==> config.mk <==
export PLATFORM = sky130hd
export DESIGN_NAME = switch_debounce_ctrl
export DESIGN_NICKNAME = d
export VERILOG_FILES = /design/src/rtl/switch_ctrl_pkg.sv /design/src/rtl/switch_debounce_bit.sv /design/src/rtl/switch_debounce_ctrl.sv
export SDC_FILE = /design/constraint.sdc
export NUM_CORES = 1
export LEC_CHECK = 0
export CAP_MARGIN = 0
export CORE_MARGIN = 2
export CORE_UTILIZATION = 30
export CTS_CLUSTER_SIZE = 8
export DETAILED_ROUTE_END_ITERATION = 12
export GPL_ROUTABILITY_DRIVEN = 0
export GPL_TIMING_DRIVEN = 1
export SYNTH_ARGS = -nofsm -noshare
export SYNTH_HDL_FRONTEND = slang
export SYNTH_SLANG_ARGS = --single-unit
export TNS_END_PERCENT = 100
==> constraint.sdc <==
create_clock -name HCLK -period 3.72 [get_ports HCLK]
set_input_delay 0.372 -clock HCLK [delete_from_list [all_inputs] [get_ports HCLK]]
set_output_delay 0.372 -clock HCLK [all_outputs]
set_load 0.05 [all_outputs]
==> src/rtl/switch_ctrl_pkg.sv <==
// Shared register map and reset defaults for the switch-bank AHB-Lite controller.
// Offsets are word indices, which are the values of HADDR[4:2].
package switch_ctrl_pkg;

  localparam logic [2:0] OFS_DATA    = 3'd0;
  localparam logic [2:0] OFS_RAW     = 3'd1;
  localparam logic [2:0] OFS_STATUS  = 3'd2;
  localparam logic [2:0] OFS_MASK    = 3'd3;
  localparam logic [2:0] OFS_RISE_EN = 3'd4;
  localparam logic [2:0] OFS_FALL_EN = 3'd5;
  localparam logic [2:0] OFS_PERIOD  = 3'd6;
  localparam logic [2:0] OFS_SAMPLES = 3'd7;

  localparam int unsigned RST_PERIOD  = 1000;
  localparam int unsigned RST_SAMPLES = 3;
  localparam int          SAMPLES_W   = 4;

  // A programmed SAMPLES of 0 is treated as 1 so a change is still accepted.
  function automatic logic [SAMPLES_W-1:0] eff_samples(input logic [SAMPLES_W-1:0] s);
    return (s == '0) ? SAMPLES_W'(1) : s;
  endfunction

endpackage

==> src/rtl/switch_debounce_bit.sv <==
// One switch channel: 2-FF synchroniser, tick-driven stability counter,
// debounced level and single-cycle rise/fall pulses aligned with the level update.
module switch_debounce_bit
  import switch_ctrl_pkg::*;
(
  input  logic                 clk_i,
  input  logic                 rst_i,
  input  logic                 sw_i,
  input  logic                 tick_i,
  input  logic [SAMPLES_W-1:0] samples_i,
  output logic                 sync_o,
  output logic                 data_o,
  output logic                 rise_o,
  output logic                 fall_o
);

  logic                 meta_q, sync_q;
  logic                 data_q, data_d;
  logic [SAMPLES_W-1:0] cnt_q, cnt_d;
  logic                 accept;

  always_comb begin
    // NOTE: every signal gets a default first so no path leaves it unassigned (no latch).
    cnt_d  = cnt_q;
    data_d = data_q;
    accept = 1'b0;
    if (tick_i) begin
      if (sync_q == data_q) begin
        cnt_d = '0;
      end else if (cnt_q + SAMPLES_W'(1) >= samples_i) begin
        accept = 1'b1;
        data_d = sync_q;
        cnt_d  = '0;
      end else begin
        cnt_d = cnt_q + SAMPLES_W'(1);
      end
    end
  end

  always_ff @(posedge clk_i) begin
    // NOTE: non-blocking assignments so every flop samples pre-edge values.
    if (rst_i) begin
      meta_q <= 1'b0;
      sync_q <= 1'b0;
      data_q <= 1'b0;
      cnt_q  <= '0;
    end else begin
      meta_q <= sw_i;
      sync_q <= meta_q;
      data_q <= data_d;
      cnt_q  <= cnt_d;
    end
  end

  assign sync_o = sync_q;
  assign data_o = data_q;
  assign rise_o = accept & sync_q;
  assign fall_o = accept & ~sync_q;

endmodule

==> src/rtl/switch_debounce_ctrl.sv <==
// AHB-Lite slave for the board switch bank: prescaler, per-bit debouncers,
// W1C edge status, masked level interrupt. Zero wait states.
module switch_debounce_ctrl
  import switch_ctrl_pkg::*;
#(
  parameter int          NSW         = 15,
  parameter int          PRE_W       = 16,
  parameter int unsigned DEF_PERIOD  = RST_PERIOD,
  parameter int unsigned DEF_SAMPLES = RST_SAMPLES
) (
  input  logic           HCLK,
  input  logic           HRESET,
  input  logic           HSEL,
  input  logic [31:0]    HADDR,
  input  logic [1:0]     HTRANS,
  input  logic           HWRITE,
  input  logic           HREADY,
  input  logic [31:0]    HWDATA,
  output logic           HREADYOUT,
  output logic [31:0]    HRDATA,
  output logic           SWITCH_IRQ,
  input  logic [NSW-1:0] SWITCH
);

  localparam logic [PRE_W-1:0]     PERIOD_RST  = PRE_W'(DEF_PERIOD);
  localparam logic [SAMPLES_W-1:0] SAMPLES_RST = SAMPLES_W'(DEF_SAMPLES);

  logic [NSW-1:0]       data_vec, raw_vec, rise_vec, fall_vec, set_vec;
  logic [NSW-1:0]       status_q, status_d, mask_q, rise_en_q, fall_en_q;
  logic [PRE_W-1:0]     period_q, pre_q, pre_d, period_m1;
  logic [SAMPLES_W-1:0] samples_q;
  logic [31:0]          hrdata_q, rdata_d;
  logic                 irq_q, wr_q, acc, wr_en, tick;
  logic [2:0]           addr_q;
  logic                 unused_bits;

  assign acc   = HSEL & HREADY & HTRANS[1];
  assign wr_en = wr_q & HREADY;

  // PERIOD==0 collapses to a tick every cycle, same as PERIOD==1.
  assign period_m1 = (period_q == '0) ? '0 : period_q - PRE_W'(1);
  assign tick      = (pre_q == period_m1);

  always_comb begin
    pre_d = pre_q + PRE_W'(1);
    if ((wr_en && addr_q == OFS_PERIOD) || tick) pre_d = '0;
  end

  for (genvar g = 0; g < NSW; g++) begin : g_bit
    switch_debounce_bit u_bit (
      .clk_i     (HCLK),
      .rst_i     (HRESET),
      .sw_i      (SWITCH[g]),
      .tick_i    (tick),
      .samples_i (eff_samples(samples_q)),
      .sync_o    (raw_vec[g]),
      .data_o    (data_vec[g]),
      .rise_o    (rise_vec[g]),
      .fall_o    (fall_vec[g])
    );
  end

  // A new edge in the same cycle as a W1C keeps the bit set.
  assign set_vec = (rise_vec & rise_en_q) | (fall_vec & fall_en_q);

  always_comb begin
    status_d = status_q;
    if (wr_en && addr_q == OFS_STATUS) status_d = status_q & ~HWDATA[NSW-1:0];
    status_d = status_d | set_vec;
  end

  always_comb begin
    rdata_d = '0;
    case (HADDR[4:2])
      OFS_DATA:    rdata_d[NSW-1:0]       = data_vec;
      OFS_RAW:     rdata_d[NSW-1:0]       = raw_vec;
      OFS_STATUS:  rdata_d[NSW-1:0]       = status_q;
      OFS_MASK:    rdata_d[NSW-1:0]       = mask_q;
      OFS_RISE_EN: rdata_d[NSW-1:0]       = rise_en_q;
      OFS_FALL_EN: rdata_d[NSW-1:0]       = fall_en_q;
      OFS_PERIOD:  rdata_d[PRE_W-1:0]     = period_q;
      default:     rdata_d[SAMPLES_W-1:0] = samples_q;
    endcase
  end

  always_ff @(posedge HCLK) begin
    if (HRESET) begin
      wr_q      <= 1'b0;
      addr_q    <= '0;
      hrdata_q  <= '0;
      status_q  <= '0;
      mask_q    <= '0;
      rise_en_q <= '0;
      fall_en_q <= '0;
      period_q  <= PERIOD_RST;
      samples_q <= SAMPLES_RST;
      pre_q     <= '0;
      irq_q     <= 1'b0;
    end else begin
      if (HREADY) begin
        wr_q   <= acc & HWRITE;
        addr_q <= HADDR[4:2];
      end
      if (acc && !HWRITE) hrdata_q <= rdata_d;
      if (wr_en) begin
        case (addr_q)
          OFS_MASK:    mask_q    <= HWDATA[NSW-1:0];
          OFS_RISE_EN: rise_en_q <= HWDATA[NSW-1:0];
          OFS_FALL_EN: fall_en_q <= HWDATA[NSW-1:0];
          OFS_PERIOD:  period_q  <= HWDATA[PRE_W-1:0];
          OFS_SAMPLES: samples_q <= HWDATA[SAMPLES_W-1:0];
          default: ;
        endcase
      end
      status_q <= status_d;
      pre_q    <= pre_d;
      irq_q    <= |(status_q & mask_q);
    end
  end

  assign unused_bits = ^{HADDR[31:5], HADDR[1:0], HTRANS[0], HWDATA};

  assign HREADYOUT  = 1'b1;
  assign HRDATA     = hrdata_q;
  assign SWITCH_IRQ = irq_q;

endmodule
* Word-level counts from Yosys, hierarchy flattened *
Index checks and enable logic that the tools add are counted.

storage, ports and cells
  output and inout port bits = 34
  memory bits (read-only) = 0
  register bits = 222
  memories kept = 0
  word-level logic and storage cells = 313
  bits in writable memories = 0
  latch bits = 0
  input bits = 86

operators by class
  $mul = 0
  magnitude comparators = 15
  bitwise logic cells = 71
  equality and inequality tests = 28
  shift operators = 0
  divide/modulo/power cells = 0
  reduce and logical (&&, ||, !) cells = 30
  mux-type cells = 81
  add/sub/neg operators = 17

operators with widths
  kind                                                 count
  two-way mux 4 bit                                    31
  one-hot mux 11 bit (7 select lines)                  1
  adder 4 x 1 -> 4 bit (second input constant)         15
  AND 15 bit                                           4
  greater-or-equal comparator 4 bit                    15
  two-way mux 1 bit                                    46
  AND reduction 3 bit                                  15
  AND 1 bit                                            34
  NOT 1 bit                                            30
  OR 15 bit                                            2
  one-hot mux 4 bit (7 select lines)                   1
  == test 3 bit (second input constant)                7
  adder 16 x 1 -> 16 bit (second input constant)       1
  == test 16 bit                                       1
  logical NOT 16 bit                                   1
  two-way mux 16 bit                                   1
  subtractor 16 x 1 -> 16 bit (second input constant)  1
  == test 1 bit                                        15
  two-way mux 15 bit                                   1
  NOT 15 bit                                           1
  OR reduction 15 bit                                  1
  == test 3 x 2 -> 1 bit (second input constant)       4
  AND reduction 2 bit                                  5
  logical NOT 4 bit                                    1
  6 further kinds                                      8

* Logic depth before layout (Yosys ltp) *
Gate-level depths: netlist of run 1.

  depth after elaboration = 10
  mapped depth = 13

* Hierarchy *
From an unflattened synthesis of run 1, not the netlist that was laid out.

unflattened totals
  cells, all modules = 1447
  area total of the unflattened synthesis = 12625.9 µm²

modules (own cells, without submodules)
  module                instances  area an instance (µm²)  sequential area each (µm²)  cells an instance
  switch_debounce_bit   15         430.4                   140.1                       47
  switch_debounce_ctrl  1          6169.7                  2342.2                      742

* Least setup slack after synthesis of run 1 *
Ideal clock, no wire load.

  kind = flip-flop to flip-flop
  start = reg period_q[2]
  end = reg g_bit[0].u_bit.cnt_q[0]
  arrival = 3.116 ns
  path buffers = 5
  period minus slack after synthesis = 3.188 ns
  stages on the path, launching flop included = 13
  slack = 0.532 ns
  path through = dfxtp_1 clkbuf_1 or4_1 clkbuf_1 nor4_1 xnor2_1 o21ai_1 or4_1 buf_2 nor4_4 buf_6 buf_6 mux2i_1

on the way
  longest elaborated chain between the ends = 3
  elaborated cells between the ends (all ways) = 4
  classes of those cells = add/sub: 1; eq/ne: 1; mux: 1; reduce/logical: 1

ends and longest elaborated chain
  element                                                                   line                         RTL
  start, declared                                                           switch_debounce_ctrl.sv:30   logic [PRE_W-1:0] period_q, pre_q, pre_d, period_m1;
  start signal, assigned                                                    switch_debounce_ctrl.sv:110  OFS_PERIOD: period_q <= HWDATA[PRE_W-1:0];
  subtractor 16 x 1 -> 16 bit / logical NOT 16 bit (equally long branches)  switch_debounce_ctrl.sv:41   assign period_m1 = (period_q == '0) ? '0 : period_q - PRE_W'(1);
  two-way mux 16 bit *                                                      switch_debounce_ctrl.sv:41
  == test 16 bit *                                                          switch_debounce_ctrl.sv:42   assign tick = (pre_q == period_m1);
  end signal, assigned                                                      switch_debounce_bit.sv:51    cnt_q <= cnt_d;
  end, declared                                                             switch_debounce_bit.sv:19    logic [SAMPLES_W-1:0] cnt_q, cnt_d;

Mark *: on every way between the ends. The rest lies on a longest branch, timed or not.
A chain may end at the register's enable or synchronous reset.

* Worst setup path in the final report of run 1 *
  start = reg period_q[0]
  end = reg g_bit[7].u_bit.cnt_q[2]

on the way
  longest elaborated chain between the ends = 3
  elaborated cells between the ends (all ways) = 4
  classes of those cells = add/sub: 1; eq/ne: 1; mux: 1; reduce/logical: 1

ends and longest elaborated chain
  element                                                                   line
  subtractor 16 x 1 -> 16 bit / logical NOT 16 bit (equally long branches)  switch_debounce_ctrl.sv:41
  two-way mux 16 bit *                                                      switch_debounce_ctrl.sv:41
  == test 16 bit *                                                          switch_debounce_ctrl.sv:42
  end signal, assigned                                                      switch_debounce_bit.sv:51
  end, declared                                                             switch_debounce_bit.sv:19

Marked as above.

==> summary.md, run 1 <==
| Metric | Value |
|---|---|
| Status | `completed` |
| Largest cells by area after synthesis | `dfxtp_1 (36%), nand2_1 (9.3%), mux2i_1 (7.9%), ha_1 (7.8%), a21oi_1 (3.6%)` |
| WL/cell | `17.0 µm` |
| WL final | `34100 µm` |
| Critical Path End Type | `flip-flop` |
| Number of CTS-inserted buffers | `31` |
| Adder-Cell Fraction of Synth Area | `0.0784` |
| Minimum clock period | `3.62 ns` |
| Pleak | `5.48 nW` |
| Worst slack, placed | `~0.17 ns` |
| Area of placed instances | `around 0.013 mm²` |
| Max-slew violations | `0` |
| Avg Cell Area, Syn | `8.64 µm²` |
| Via count | `around 10000` |
| Die W | `206 µm` |
| Max frequency | `276 MHz` |
| Worst path max stage delay | `0.76 ns` |
| CTS tree | `yes` |
| Largest family of logic cells by synthesized area | `simple AND/OR/NAND/NOR gates` |
| EDFF count, synth | `0` |
| Seq/Total Area, Yosys | `0.362` |
| Port bufs | `56` |
| Clock Skew | `between 0.01 and 0.015 ns` |
| Highest Signal Layer | `met4` |
| GRT Util Overall | `0.161` |
| Max cap viols | `0` |
| Final worst path period share | `0.973` |
| Synth Warn # | `0` |
| Critical path class | `reg -> reg` |
| Buffers & Inverters on Critical Path | `3` |
| Compound-Gate Fraction of Synth Area | `0.129` |
| Vias in the first global route | `approximately 10000` |
| Crit-path leading delay family | `simple AND/OR/NAND/NOR gates` |
| Hold Buf Count CTS | `0` |
| CTS root buf | `clkbuf_16` |
| Initial Util | `0.302` |
| Postcts setup bufs | `0` |
| Reg clk slew, reported paths | `0.05 ns` |
| Top-level I/O count | `120` |
| Multiplexer share of the synthesized area | `0.111` |
| Largest net degree at the start of global routing | `~110` |
| Die area | `about 0.043 mm²` |
| Core region area | `0.0406 mm²` |
| Worst skew pair latency | `0.57 ns` |
| Htree depth | `1` |
| Antenna violations before repair | `0` |
| Post-CTS sizing | `0` |
| Setup violators final | `0` |
| GRT Residual Overflow | `0` |
| Largest area contributor in the netlist | `dfxtp_1` |
| Synth cell types | `65` |
| Post-DRT Antenna Nets | `0` |
| Antenna Cells | `0` |
| Final #Nets | `1632` |
| 1st-pass router iterations | `5` |
| Bufs on Longest Clock Path | `3` |
| Post-layout util | `0.352` |
| WL met1 | `15200 µm` |
| Clock Sinks | `222` |
| Share of layout cells above drive strength 1 | `0.0803` |
| Fillers | `4152` |
| Mapped cell area | `between 0.01 and 0.015 mm²` |
| Top cell type's share of synthesized area | `0.362` |
| WP data required | `4.21 ns` |
| Fin Setup TNS | `0 ns` |
| Top-count cell post-synth | `nand2_1` |
| Initial DRC count | `between 800 and 900` |
| RSZ-0062 raised after global routing | `false` |
| Detail Route met3 WL | `~2000 µm` |
| Hold Fails Final Rpt | `0` |
| Cell area after layout | `about 0.014 mm²` |
| Most instantiated cells after synthesis | `nand2_1 (303), dfxtp_1 (222), mux2i_1 (97)` |
| Area delta synth->final | `16.5%` |
| Via density | `5.20` |
| Ys flop type | `dfxtp_1` |
| Xor and xnor fraction of the mapped netlist area | `0.0463` |
| Final Worst Setup Slack | `0.102 ns` |
| Synth Area in Simple Gates | `0.228` |
| Power density over the cells | `365 mW/mm²` |
| Seq cells post-synth | `approximately 220` |
| Crit-path cells | `or4_1, o41ai_1, a21oi_1, o21ai_0, nand4_1, buf_4, nor4_4, buf_12, buf_12, mux2i_1` |
| Die height | `approximately 210 µm` |
| Mapped Cells | `1422` |
| Remaining DRCs | `0` |
| Final HPWL DP | `23800 µm` |
| Most frequent CP cell | `buf_12` |
| Asr flop ratio synth | `0` |
| Crit path DAT | `4.11 ns` |
| Worst-path fanout max | `19` |
| Slew margin rel. | `0.419` |
| FP Rows | `74` |
| Max VDD drop | `0.000361 V` |
| Crit path max-delay cell type | `or4_1` |
| Worst Hold Class | `in -> reg` |
| Global-route wire length before repair | `54500 µm` |
| DR WL met2 | `15900 µm` |
| Type of origin of the critical path | `flip-flop` |
| Slew @ Worst Pin | `0.870 ns` |
==> where the power goes <==
group | total, mW | internal, mW | switching (mW)
clock | 2.49 | 1.46 | 1.03
combinational | 0.297 | 0.102 | 0.195
sequential | 2.43 | 2.41 | 0.0261
total | 5.22 | 3.97 | 1.25
==> path summary, 6_finish.rpt <==
kind / cells past startpoint / endpoint / slack, ns / start
worst min-delay path: 2 / samples_q[2] / 0.19 / HRESET
worst max-delay path: 10 / g_bit[7].u_bit.cnt_q[2] / 0.10 / period_q[0]
worst max register to register: 10 / g_bit[7].u_bit.cnt_q[2] / 0.10 / period_q[0]
worst min register to register: 1 / g_bit[2].u_bit.sync_o / 0.43 / g_bit[2].u_bit.meta_q
==> flip-flops by register name, summed over array words and instances (netlist names), 3 cells and up <==
name                count
status_q               15
g_bit.u_bit.sync_o     15
period_q               16
pre_q                  16
g_bit.u_bit.data_o     15
g_bit.u_bit.meta_q     15
mask_q                 15
fall_en_q              15
rise_en_q              15
samples_q               4
addr_q                  3
HRDATA                 16
g_bit.u_bit.cnt_q      60
==> cells in the final DEF (no fill, tap or decap), drive strengths merged, types with 18 or more instances in the layout <==
cell,netlist,final
a21o,45,45
a21oi,88,88
buf,36,53
clkbuf,71,33
clkdlybuf4s50,0,53
dfxtp,222,222
ha,77,77
mux2i,97,97
nand2,303,303
nand2b,32,32
nand3,39,39
nand3b,30,30
nor2,35,35
nor2b,37,37
nor3,43,43
nor4,24,24
o31ai,18,18
xnor2,43,43
xor2,22,22
==> area by class of cell <==
cell class                 instances  area [µm²]  area share
multi-input combinational       1095        7360       0.514
clock buffer                      33         783      0.0547
timing repair buffer             106         986      0.0689
clock inverter                     1        20.0     0.00140
tap                              532         666      0.0465
inverter                          13        50.0     0.00350
sequential                       222        4440       0.311
==> kinds of logic (layout without fill, tap and decap cells) <==
kind of cell | count (synthesis) | after routing
buffers and inverters | 120 | 153
other | 2 | 17
XOR/XNOR | 65 | 65
adder cells (fa/ha/maj) | 77 | 77
multiplexers | 120 | 120
AND/OR/NAND/NOR | 583 | 583
AO/OA/AOI/OAI | 233 | 233
flip-flops | 222 | 222
==> metal layers <==
metal | global-route usage | vias up
li1 | - | 5072
met1 | 0.212 | 4987
met2 | 0.268 | 283
met3 | 0.0270 | 65
met4 | 0.0495 | 0
met5 | 0 | -
==> through the flow <==
stage                     std cells  total power, mW  hold WS, ns
after floorplan                1437             2.67        0.414
after global placement         1968             2.78        0.424
after detailed placement       1968             2.78        0.431
after CTS                      2002             5.28        0.175
after global routing           2002             5.39        0.179
final                          2002             5.22        0.191
(Power assumes the default switching activity.)
==> run 2: changes to the inputs <==
==> constraint.sdc (replaced) <==
create_clock -name HCLK -period 3.6 [get_ports HCLK]
set_input_delay 0.36 -clock HCLK [delete_from_list [all_inputs] [get_ports HCLK]]
set_output_delay 0.36 -clock HCLK [all_outputs]
set_load 0.05 [all_outputs]
==> run 2 against run 1 <==
Effect of this change:
- register-to-register slack better by 0.10 ns
- first-iteration DRC count down 4.3%
- total power up 2.8%
- critical path depth unchanged
- design area up 0.24%
- worst hold slack worse by 0.0032 ns
- global-route usage up 0.15 points
- flip-flop and latch count unchanged
- non-clock buffer count up 7
- utilization up 0.083 points
- critical path type unchanged
==> summary.md, run 2 (synthesis results as in run 1) <==
| Metric | Value |
|---|---|
| Power density over the cells | `374 mW/mm² (was 365 mW/mm²)` |
| WL final | `34200 µm (was 34100 µm)` |
| Worst slack, placed | `0.141 ns (was 0.175 ns)` |
| FP Rows | `74 (unchanged)` |
| Worst Hold Class | `in -> reg (unchanged)` |
| RSZ-0062 raised after global routing | `false (unchanged)` |
| Max cap viols | `0 (unchanged)` |
| Die W | `206 µm (unchanged)` |
| Die height | `206 µm (unchanged)` |
| Crit path DAT | `3.88 ns (was 4.11 ns)` |
| Reg clk slew, reported paths | `0.05 ns (about the same)` |
| Global-route wire length before repair | `55500 µm (was 54500 µm)` |
| Htree depth | `1 (unchanged)` |
| Via count | `10500 (was 10400)` |
| Final worst path period share | `0.943 (was 0.973)` |
| Initial Util | `0.302 (unchanged)` |
| Footprint of the multi-input gates | `0.00735 mm² (was 0.00736 mm²)` |
| Critical path class | `reg -> reg (unchanged)` |
| Type of origin of the critical path | `flip-flop (unchanged)` |
| Antenna violations before repair | `0 (unchanged)` |
| Core region area | `0.0406 mm² (unchanged)` |
| Vias in the first global route | `10500 (was 9938)` |
| Tot Pwr | `5.37 mW (was 5.22 mW)` |
| Crit path max-delay cell type | `o41ai_1 (was or4_1)` |
| Clock Sinks | `222 (unchanged)` |
| CTS tree | `yes (unchanged)` |
| Top reg by flops | `g_bit.u_bit.cnt_q (unchanged)` |
| Final #Nets | `1639 (was 1632)` |
| Max-slew violations | `0 (unchanged)` |
| Remaining DRCs | `0 (unchanged)` |
| Port bufs | `56 (unchanged)` |
| Number of CTS-inserted buffers | `31 (unchanged)` |
| Antenna Cells | `0 (unchanged)` |
| Bufs on Longest Clock Path | `3 (unchanged)` |
| GRT Residual Overflow | `0 (unchanged)` |
| Hold Fails Final Rpt | `0 (unchanged)` |
| Critical Path End Type | `flip-flop (unchanged)` |
| GRT Util Overall | `0.162 (was 0.161)` |
| Setup violators final | `0 (unchanged)` |
| Slew margin rel. | `0.346 (was 0.419)` |
| Area delta synth->final | `16.7% (was 16.5%)` |
| Share of layout cells above drive strength 1 | `0.0840 (was 0.0803)` |
| Final HPWL DP | `24100 µm (was 23800 µm)` |
| Fin Setup TNS | `0 ns (unchanged)` |
| Via density | `5.21 (was 5.20)` |
| Fillers | `4146 (was 4152)` |
| Max frequency | `295 MHz (was 276 MHz)` |
| Status | `completed (unchanged)` |
| Initial DRC count | `775 (was 810)` |
| Crit-path cells | `or4_1, o41ai_1, a21oi_1, o21ai_0, nand4_1, buf_4, nor4_4, buf_12, buf_12, mux2i_1 (unchanged)` |
| Most frequent CP cell | `buf_12 (unchanged)` |
| WP data required | `4.09 ns (was 4.21 ns)` |
| Commonest non-fill, non-tap cell in the layout | `nand2_1 (unchanged)` |
| Slew @ Worst Pin | `0.981 ns (was 0.870 ns)` |
| Top-level I/O count | `120 (unchanged)` |
| WL/cell | `17.0 µm (about the same)` |
| Minimum clock period | `3.39 ns (was 3.62 ns)` |
| CTS root buf | `clkbuf_16 (unchanged)` |
| Max VDD drop | `0.000446 V (was 0.000361 V)` |
| Die area | `0.0426 mm² (unchanged)` |
| Max FFs per register | `60 (unchanged)` |
| Register area | `0.00444 mm² (unchanged)` |
| Largest net degree at the start of global routing | `70 (was 112)` |
| Clock Skew | `0.0188 ns (was 0.0109 ns)` |
| Post-DRT Antenna Nets | `0 (unchanged)` |
| Pleak | `5.51 nW (was 5.48 nW)` |
| Commonest cells after routing, fill and taps aside | `nand2_1 (303), dfxtp_1 (222), mux2i_1 (97) (unchanged)` |
| Worst skew pair latency | `0.57 ns (about the same)` |
| Worst path max stage delay | `0.70 ns (was 0.76 ns)` |
| Final Worst Setup Slack | `0.206 ns (was 0.102 ns)` |
| 1st-pass router iterations | `7 (was 5)` |
| Worst-path fanout max | `22 (was 19)` |
## run 2: cell count changes in the layout (fill, tap and decap cells not counted), sizes merged
cell	delta
buf	+7
## run 2: cell type report
cell class	count	share of cell area
Clock buffer	33	0.0546
Clock inverter	1	0.00140
Inverter	13	0.00349
Multi-Input combinational cell	1095	0.513
Sequential cell	222	0.310
Tap cell	532	0.0464
Timing Repair Buffer	113	0.0715
## run 2: timing repair
action                                 4_1_cts  5_1_grt
hold buffers                                 0        0
endpoints found under the hold margin        0        0
setup endpoints to repair                    0       63
buffers inserted                             0        0
gates resized for setup                      0        1
## run 2: power by group
part	leakage, nW	internal (mW)	switching [mW]
clock network	0.394	1.51	1.04
registers	1.80	2.49	0.0264
logic	3.32	0.104	0.203
## run 2: worst max-delay path, delay by kind of cell (launching register included)
family,cells,cell delay (ns)
buffers and inverters,3,0.65
flip-flops,1,0.34
multiplexers,1,0.21
AO/OA/AOI/OAI,3,1.10
AND/OR/NAND/NOR,3,1.00
## run 2: layer usage
layer,vias to the layer above,global-route usage,wire length (µm)
met5,-,0,0
met4,0,0.0503,956
met3,62,0.0230,1970
met2,300,0.276,16300
met1,5014,0.212,15000
li1,5091,-,-
## run 2: final timing paths
check | startpoint | to | slack, ns | depth (start not counted)
max | period_q[0] | g_bit[7].u_bit.cnt_q[2] | 0.21 | 10
min | HRESET | g_bit[0].u_bit.meta_q | 0.19 | 2
max reg2reg | period_q[0] | g_bit[7].u_bit.cnt_q[2] | 0.21 | 10
min reg2reg | g_bit[2].u_bit.meta_q | g_bit[2].u_bit.sync_o | 0.43 | 1
## run 2: metrics by stage
| stage | std cells | utilization | hold WS, ns | area [µm²] |
|---|---|---|---|---|
| after floorplan | 1437 | - | 0.414 | 12300 |
| after global placement | 1975 | 0.333 | 0.427 | 13500 |
| after detailed placement | 1975 | 0.333 | 0.431 | 13500 |
| after CTS | 2009 | 0.353 | 0.171 | 14300 |
| after global routing | 2009 | 0.353 | 0.198 | 14300 |
| final | 2009 | 0.353 | 0.188 | 14300 |
